===== src/rtl/alu_pkg.sv =====
// ---------------------------------------------------------------------------
// alu_pkg
// Shared definitions for the EX-stage ALU controller:
//   - opcode constants for the shared ALU datapath
//   - issue FSM state encodings
//   - bit positions of the {Z, V, N} flag register
//   - flag-update class per opcode and the address-result selector
// ---------------------------------------------------------------------------
package alu_pkg;

    localparam logic [3:0] OP_ADD    = 4'd0;
    localparam logic [3:0] OP_SUB    = 4'd1;
    localparam logic [3:0] OP_RED    = 4'd2;
    localparam logic [3:0] OP_XOR    = 4'd3;
    localparam logic [3:0] OP_SLL    = 4'd4;
    localparam logic [3:0] OP_SRA    = 4'd5;
    localparam logic [3:0] OP_ROR    = 4'd6;
    localparam logic [3:0] OP_PADDSB = 4'd7;
    localparam logic [3:0] OP_LW     = 4'd8;
    localparam logic [3:0] OP_SW     = 4'd9;
    localparam logic [3:0] OP_LLB    = 4'd10;
    localparam logic [3:0] OP_LHB    = 4'd11;

    localparam logic [1:0] ST_IDLE  = 2'd0;
    localparam logic [1:0] ST_EXEC1 = 2'd1;
    localparam logic [1:0] ST_EXEC  = 2'd2;

    localparam int FLAG_Z = 2;
    localparam int FLAG_V = 1;
    localparam int FLAG_N = 0;

    // Flag-update classes
    localparam logic [1:0] FC_NONE = 2'd0;  // flags held
    localparam logic [1:0] FC_Z    = 2'd1;  // Z only, V/N held
    localparam logic [1:0] FC_ZVN  = 2'd2;  // Z, V and N

    function automatic logic [1:0] flag_class(input logic [3:0] op);
        logic [1:0] fc;
        case (op)
            OP_ADD, OP_SUB:                 fc = FC_ZVN;
            OP_XOR, OP_SLL, OP_SRA, OP_ROR: fc = FC_Z;
            default:                        fc = FC_NONE;
        endcase
        return fc;
    endfunction

    // Opcodes 8..11 take their result from the ALU address path.
    function automatic logic uses_addr(input logic [3:0] op);
        return (op[3:2] == 2'b10);
    endfunction

endpackage


===== src/rtl/alu_flag_reg.sv =====
// ---------------------------------------------------------------------------
// alu_flag_reg
// Architectural {Z, V, N} flag register with per-opcode update decode.
// Ports:
//   clk, rst_n   clock, asynchronous active-low reset (flags clear to 0)
//   upd_i        an op retires this cycle
//   opcode_i     opcode of the retiring op
//   result_i     result being written to the output register
//   v_i          adder overflow for the retiring op
//   flags_o      {Z, V, N}
// ---------------------------------------------------------------------------
module alu_flag_reg
    import alu_pkg::*;
#(
    parameter int W = 16
) (
    input  logic         clk,
    input  logic         rst_n,
    input  logic         upd_i,
    input  logic [3:0]   opcode_i,
    input  logic [W-1:0] result_i,
    input  logic         v_i,
    output logic [2:0]   flags_o
);

    logic [2:0] flags_q;
    logic [2:0] flags_d;

    always_comb begin
        flags_d = flags_q;
        if (upd_i) begin
            case (flag_class(opcode_i))
                FC_ZVN: begin
                    flags_d[FLAG_Z] = (result_i == '0);
                    flags_d[FLAG_V] = v_i;
                    flags_d[FLAG_N] = result_i[W-1];
                end
                FC_Z: begin
                    flags_d[FLAG_Z] = (result_i == '0);
                end
                default: ;
            endcase
        end
    end

    always_ff @(posedge clk or negedge rst_n) begin
        if (!rst_n) begin
            flags_q <= 3'b000;
        end else begin
            flags_q <= flags_d;
        end
    end

    assign flags_o = flags_q;

endmodule


===== src/rtl/alu_issue_ctrl.sv =====
// ---------------------------------------------------------------------------
// alu_issue_ctrl
// EX-stage controller for the shared ALU. Takes one op per handshake from
// decode, holds its operands on the ALU for 1 or 2 cycles (MC_MASK selects
// 2-cycle opcodes), registers the result for MEM and updates the flags.
// Ports:
//   clk, rst_n                      clock, async active-low reset
//   in_valid/in_ready               decode handshake
//   in_opcode, in_a, in_b, in_dst   op from decode
//   flush                           kill the in-flight op
//   alu_a, alu_b, alu_opcode        held operands to the ALU
//   alu_result, alu_addr, alu_v     ALU results
//   out_valid/out_ready             MEM handshake
//   out_result, out_dst, out_opcode registered result
//   flags                           {Z, V, N}
// ---------------------------------------------------------------------------
module alu_issue_ctrl
    import alu_pkg::*;
#(
    parameter logic [15:0] MC_MASK = 16'h0084,
    parameter int          W       = 16
) (
    input  logic         clk,
    input  logic         rst_n,
    input  logic         in_valid,
    output logic         in_ready,
    input  logic [3:0]   in_opcode,
    input  logic [W-1:0] in_a,
    input  logic [W-1:0] in_b,
    input  logic [3:0]   in_dst,
    input  logic         flush,
    output logic [W-1:0] alu_a,
    output logic [W-1:0] alu_b,
    output logic [3:0]   alu_opcode,
    input  logic [W-1:0] alu_result,
    input  logic [W-1:0] alu_addr,
    input  logic         alu_v,
    output logic         out_valid,
    input  logic         out_ready,
    output logic [W-1:0] out_result,
    output logic [3:0]   out_dst,
    output logic [3:0]   out_opcode,
    output logic [2:0]   flags
);

    logic [1:0]   state_q, state_d;
    logic [W-1:0] a_q, a_d;
    logic [W-1:0] b_q, b_d;
    logic [3:0]   op_q, op_d;
    logic [3:0]   dst_q, dst_d;

    logic         out_valid_q, out_valid_d;
    logic [W-1:0] out_result_q, out_result_d;
    logic [3:0]   out_dst_q, out_dst_d;
    logic [3:0]   out_opcode_q, out_opcode_d;

    logic         retire;
    logic         accept;
    logic [W-1:0] retire_result;

    assign retire        = (state_q == ST_EXEC) && !flush && (!out_valid_q || out_ready);
    assign retire_result = uses_addr(op_q) ? alu_addr : alu_result;

    // A retiring op frees the operand latches, so a new op can be taken in
    // the same cycle for back-to-back throughput.
    always_comb begin
        in_ready = 1'b0;
        case (state_q)
            ST_IDLE: in_ready = !flush;
            ST_EXEC: in_ready = retire;
            default: in_ready = 1'b0;
        endcase
    end

    assign accept = in_valid && in_ready;

    always_comb begin
        state_d = state_q;
        if (flush) begin
            state_d = ST_IDLE;
        end else begin
            case (state_q)
                ST_IDLE:  if (accept) state_d = MC_MASK[in_opcode] ? ST_EXEC1 : ST_EXEC;
                ST_EXEC1: state_d = ST_EXEC;
                ST_EXEC: begin
                    if (retire) begin
                        if (accept) state_d = MC_MASK[in_opcode] ? ST_EXEC1 : ST_EXEC;
                        else        state_d = ST_IDLE;
                    end
                end
                default:  state_d = ST_IDLE;
            endcase
        end
    end

    always_comb begin
        a_d   = accept ? in_a      : a_q;
        b_d   = accept ? in_b      : b_q;
        op_d  = accept ? in_opcode : op_q;
        dst_d = accept ? in_dst    : dst_q;
    end

    // Output register: data only changes on retire; valid drops on a
    // transfer that is not refilled in the same cycle.
    always_comb begin
        out_valid_d  = out_valid_q;
        out_result_d = out_result_q;
        out_dst_d    = out_dst_q;
        out_opcode_d = out_opcode_q;
        if (retire) begin
            out_valid_d  = 1'b1;
            out_result_d = retire_result;
            out_dst_d    = dst_q;
            out_opcode_d = op_q;
        end else if (out_ready) begin
            out_valid_d  = 1'b0;
        end
    end

    always_ff @(posedge clk or negedge rst_n) begin
        if (!rst_n) begin
            state_q      <= ST_IDLE;
            a_q          <= '0;
            b_q          <= '0;
            op_q         <= '0;
            dst_q        <= '0;
            out_valid_q  <= 1'b0;
            out_result_q <= '0;
            out_dst_q    <= '0;
            out_opcode_q <= '0;
        end else begin
            state_q      <= state_d;
            a_q          <= a_d;
            b_q          <= b_d;
            op_q         <= op_d;
            dst_q        <= dst_d;
            out_valid_q  <= out_valid_d;
            out_result_q <= out_result_d;
            out_dst_q    <= out_dst_d;
            out_opcode_q <= out_opcode_d;
        end
    end

    alu_flag_reg #(.W(W)) u_flag_reg (
        .clk      (clk),
        .rst_n    (rst_n),
        .upd_i    (retire),
        .opcode_i (op_q),
        .result_i (retire_result),
        .v_i      (alu_v),
        .flags_o  (flags)
    );

    assign alu_a      = a_q;
    assign alu_b      = b_q;
    assign alu_opcode = op_q;
    assign out_valid  = out_valid_q;
    assign out_result = out_result_q;
    assign out_dst    = out_dst_q;
    assign out_opcode = out_opcode_q;

endmodule


===== config.mk =====
export PLATFORM = sky130hd
export DESIGN_NAME = alu_issue_ctrl
export DESIGN_NICKNAME = d
export VERILOG_FILES = /design/src/rtl/alu_pkg.sv /design/src/rtl/alu_flag_reg.sv /design/src/rtl/alu_issue_ctrl.sv
export SDC_FILE = /design/constraint.sdc
export NUM_CORES = 1
export LEC_CHECK = 0
export BUFFER_PORTS_ARGS = -buffer_cell sky130_fd_sc_hd__buf_2
export CORE_MARGIN = 3
export CORE_UTILIZATION = 42
export CTS_BUF_LIST = sky130_fd_sc_hd__clkbuf_16
export CTS_CLUSTER_SIZE = 30
export DETAILED_ROUTE_END_ITERATION = 6
export PLACE_DENSITY = 0.86
export SLEW_MARGIN = 20
export SYNTH_ARGS = -nofsm -noshare
export SYNTH_HDL_FRONTEND = slang
export SYNTH_SLANG_ARGS = --single-unit

===== constraint.sdc =====
create_clock -name clk -period 1.38 [get_ports clk]
set_input_delay 0.276 -clock clk [delete_from_list [all_inputs] [get_ports clk]]
set_output_delay 0.276 -clock clk [all_outputs]
set_load 0.005 [all_outputs]

==> qor.yml <==
maxSlewHeadroom: 0.753
synth.avg_cell_area_um2: 13.0
num-fill-cells: 563
fin_ws_ns: -0.222
timing.fmax_ghz: 0.624
fin_crit_sh: 1.16
synth-simple-area-share: 0.103
synth_top_family_by_area: "multiplexers"
preCtsSetupSlack_ns: -0.262
cp.arrival_ns: 1.33
die_y_um: 91.0
rr_startpoint: "state_q[1]$_DFFE_PN0P_"
clockBufferDepth: 2
dp.cells: 480
clk_pin_slew_worst_paths_ns: 0.06
synth-seq-cells: 70
tns_ns: -9.85
first_pass_iters: 4
die_w_um: 91.0
worst_pin_slew_ns: 0.366
ys_seq_area_frac: 0.577
status: "complete, but fails checks"
powerDensity_mw_per_mm2: 1570
drive_gt1_frac: 0.658
layout_commonest_cell: "buf_2"
rsz0062_at_grt: "true"
synth_area_mm2: 0.00304
setup_violations: 68
antenna_found_initial: 0
core_mm2: 0.00691
floorplan.initialDensity: 0.440
p_total_w: 0.00712
gp_routability_congestion: 0.802
yosys.cell_types.count: 28
p_leak_nw: 2.25
r2r_end: "dst_q[1]$_DFFE_PN0N_"
gr-total-overflow: 0
synthXorXnorAreaFrac: 0.00577
synth_compound_area_frac: 0.0675
diodes: 0
cts.sinks: 70
first_global_vias: 2559
report.final.slew_viol_count: 0
grt_max_degree: 71
cap_violations: 0
hold_depth: 2
hold_class: "in2reg"
areaGrowthSynthToFinish_pct: 49.2
cp-start-kind: "flip-flop"
reg2regPathDepth: 6
portBuffers: 142
cts_tree: "yes"
min_to: "alu_b[11]$_DFFE_PN0N_"
die_area_mm2: 0.00829
antenna_left: 0
wirelength_mm: 7.72
synthAdderAreaFrac: 0.00412
r2r_slack_ns: -0.21
pin_count: 143
worstPathMaxFanout: 3
wl_per_cell_um: 15.3
muxShareOfSynthArea: 0.205
final_cells: 503
worstSkewPairLatency_ns: 0.32
cp_data_required_time_ns: 1.10
path_class: "reg2out"
layout_common_cells: "140 x buf_2, 68 x dfrtp_1, 41 x mux2_2"
worstHoldStart: "in_b[11]"
grt_pass1_wl_mm: 12.3
drc: 0
min_period_ns: 1.60
htreeDepth: 3
vias: 2463
place_hpwl_mm: 5.52
nets: 481
final_hold_viol_count: 0
vias_per_cell: 4.90
drt-initial-drc-count: 57
yosys_warnings: 0
cts_buffers: 9
end_kind: "output pin"
syn-num-nets: 312
violations: "setup timing"
peakVddDrop_v: 0.000861
skew_ns: 0.00642
synthCells: 233
grt_util_all_layers: 0.186
root_buffer: "clkbuf_16"
fp-row-count: 30
hold_ws_ns: 0.179
==> critical path, cell delays in order (launching register included) <==
cell and delay, ns:
dfrtp_1 0.38, buf_6 0.13, a211oi_4 0.25, buf_4 0.16, buf_6 0.09
==> area by class of cell <==
type	instances	area (um2)	area share
clock buffers	9	225	0.0497
clock inverters	7	136	0.0301
multi-input cells	151	1270	0.280
flip-flops and latches	70	1750	0.387
well taps	96	120	0.0265
repair buffers	170	1030	0.226
==> worst max path at each step <==
stage | from | end | slack [ns] | cells after the start
floorplan | out_valid$_DFFE_PN0P_ | alu_a[0]$_DFFE_PN0N_ | -0.12 | 5
global placement | flush | out_result[8]$_DFFE_PN0P_ | -0.23 | 6
detailed placement | flush | out_result[9]$_DFFE_PN0P_ | -0.26 | 6
CTS | state_q[1]$_DFFE_PN0P_ | in_ready | -0.22 | 4
global route | state_q[1]$_DFFE_PN0P_ | in_ready | -0.26 | 4
finish | state_q[1]$_DFFE_PN0P_ | in_ready | -0.22 | 4
==> stage by stage <==
step                area (um2)   util
floorplan                 3070      -
global placement          3980  0.577
detailed placement        3980  0.577
CTS                       4470  0.647
global route              4530  0.656
finish                    4530  0.656
==> kinds of logic after synthesis <==
logic type	count (synthesis)
compound gates	24
xor+xnor	2
fa+ha+maj	1
mux	57
buf+inv	12
flops	70
simple gates	67
==> cell usage after synthesis <==
cell	n	area, um2
or2_1	1	6.26
o31ai_2	1	12.5
xnor2_1	2	17.5
nor2_1	2	7.51
a211oi_2	1	12.5
nand3_1	4	20.0
o21ai_2	16	140
nand2_1	43	161
nand3b_1	1	7.51
mux2_2	41	462
dfrtp_1	70	1750
ha_1	1	12.5
nand2_2	1	6.26
nor4_1	7	43.8
a31oi_1	2	12.5
or4_1	1	7.51
mux2i_1	16	160
nor2b_1	1	6.26
or3b_1	1	8.76
a211oi_1	1	7.51
nand2b_1	3	18.8
a21oi_1	1	5.00
o32a_1	1	10.0
o21ai_1	1	5.00
buf_6	9	101
nor3_1	1	5.00
nor2b_4	1	13.8
buf_2	3	15.0
==> registers in the layout, summed over array words and instances, names as in the netlist <==
signal / cells
alu_a: 16
alu_b: 16
alu_opcode: 4
dst_q: 4
out_dst: 4
out_opcode: 4
out_result: 16
out_valid: 1
state_q: 2
u_flag_reg.flags_o: 3
==> report_power, final <==
group | total [W] | internal (W) | leakage, nW | switching, W
clock network | 0.00276 | 0.00194 | 0.173 | 0.000827
logic | 0.00161 | 0.000887 | 1.22 | 0.000725
registers | 0.00275 | 0.00250 | 0.849 | 0.000251
==> per-layer routing <==
metal	global-route usage	part of all wire
met5	0	0
met4	0.0641	0.014
met3	0.0555	0.081
met2	0.314	0.49
met1	0.227	0.41
==> repair_timing <==
item	in CTS	in global routing
endpoints found under the hold margin	70	0
buffers inserted	3	0
endpoints found under the setup margin	70	70
resized for setup	17	4
hold buffers	1	0
pin swaps	3	0
gates cloned	0	3
No activity file was read; power rests on OpenSTA's default activity.
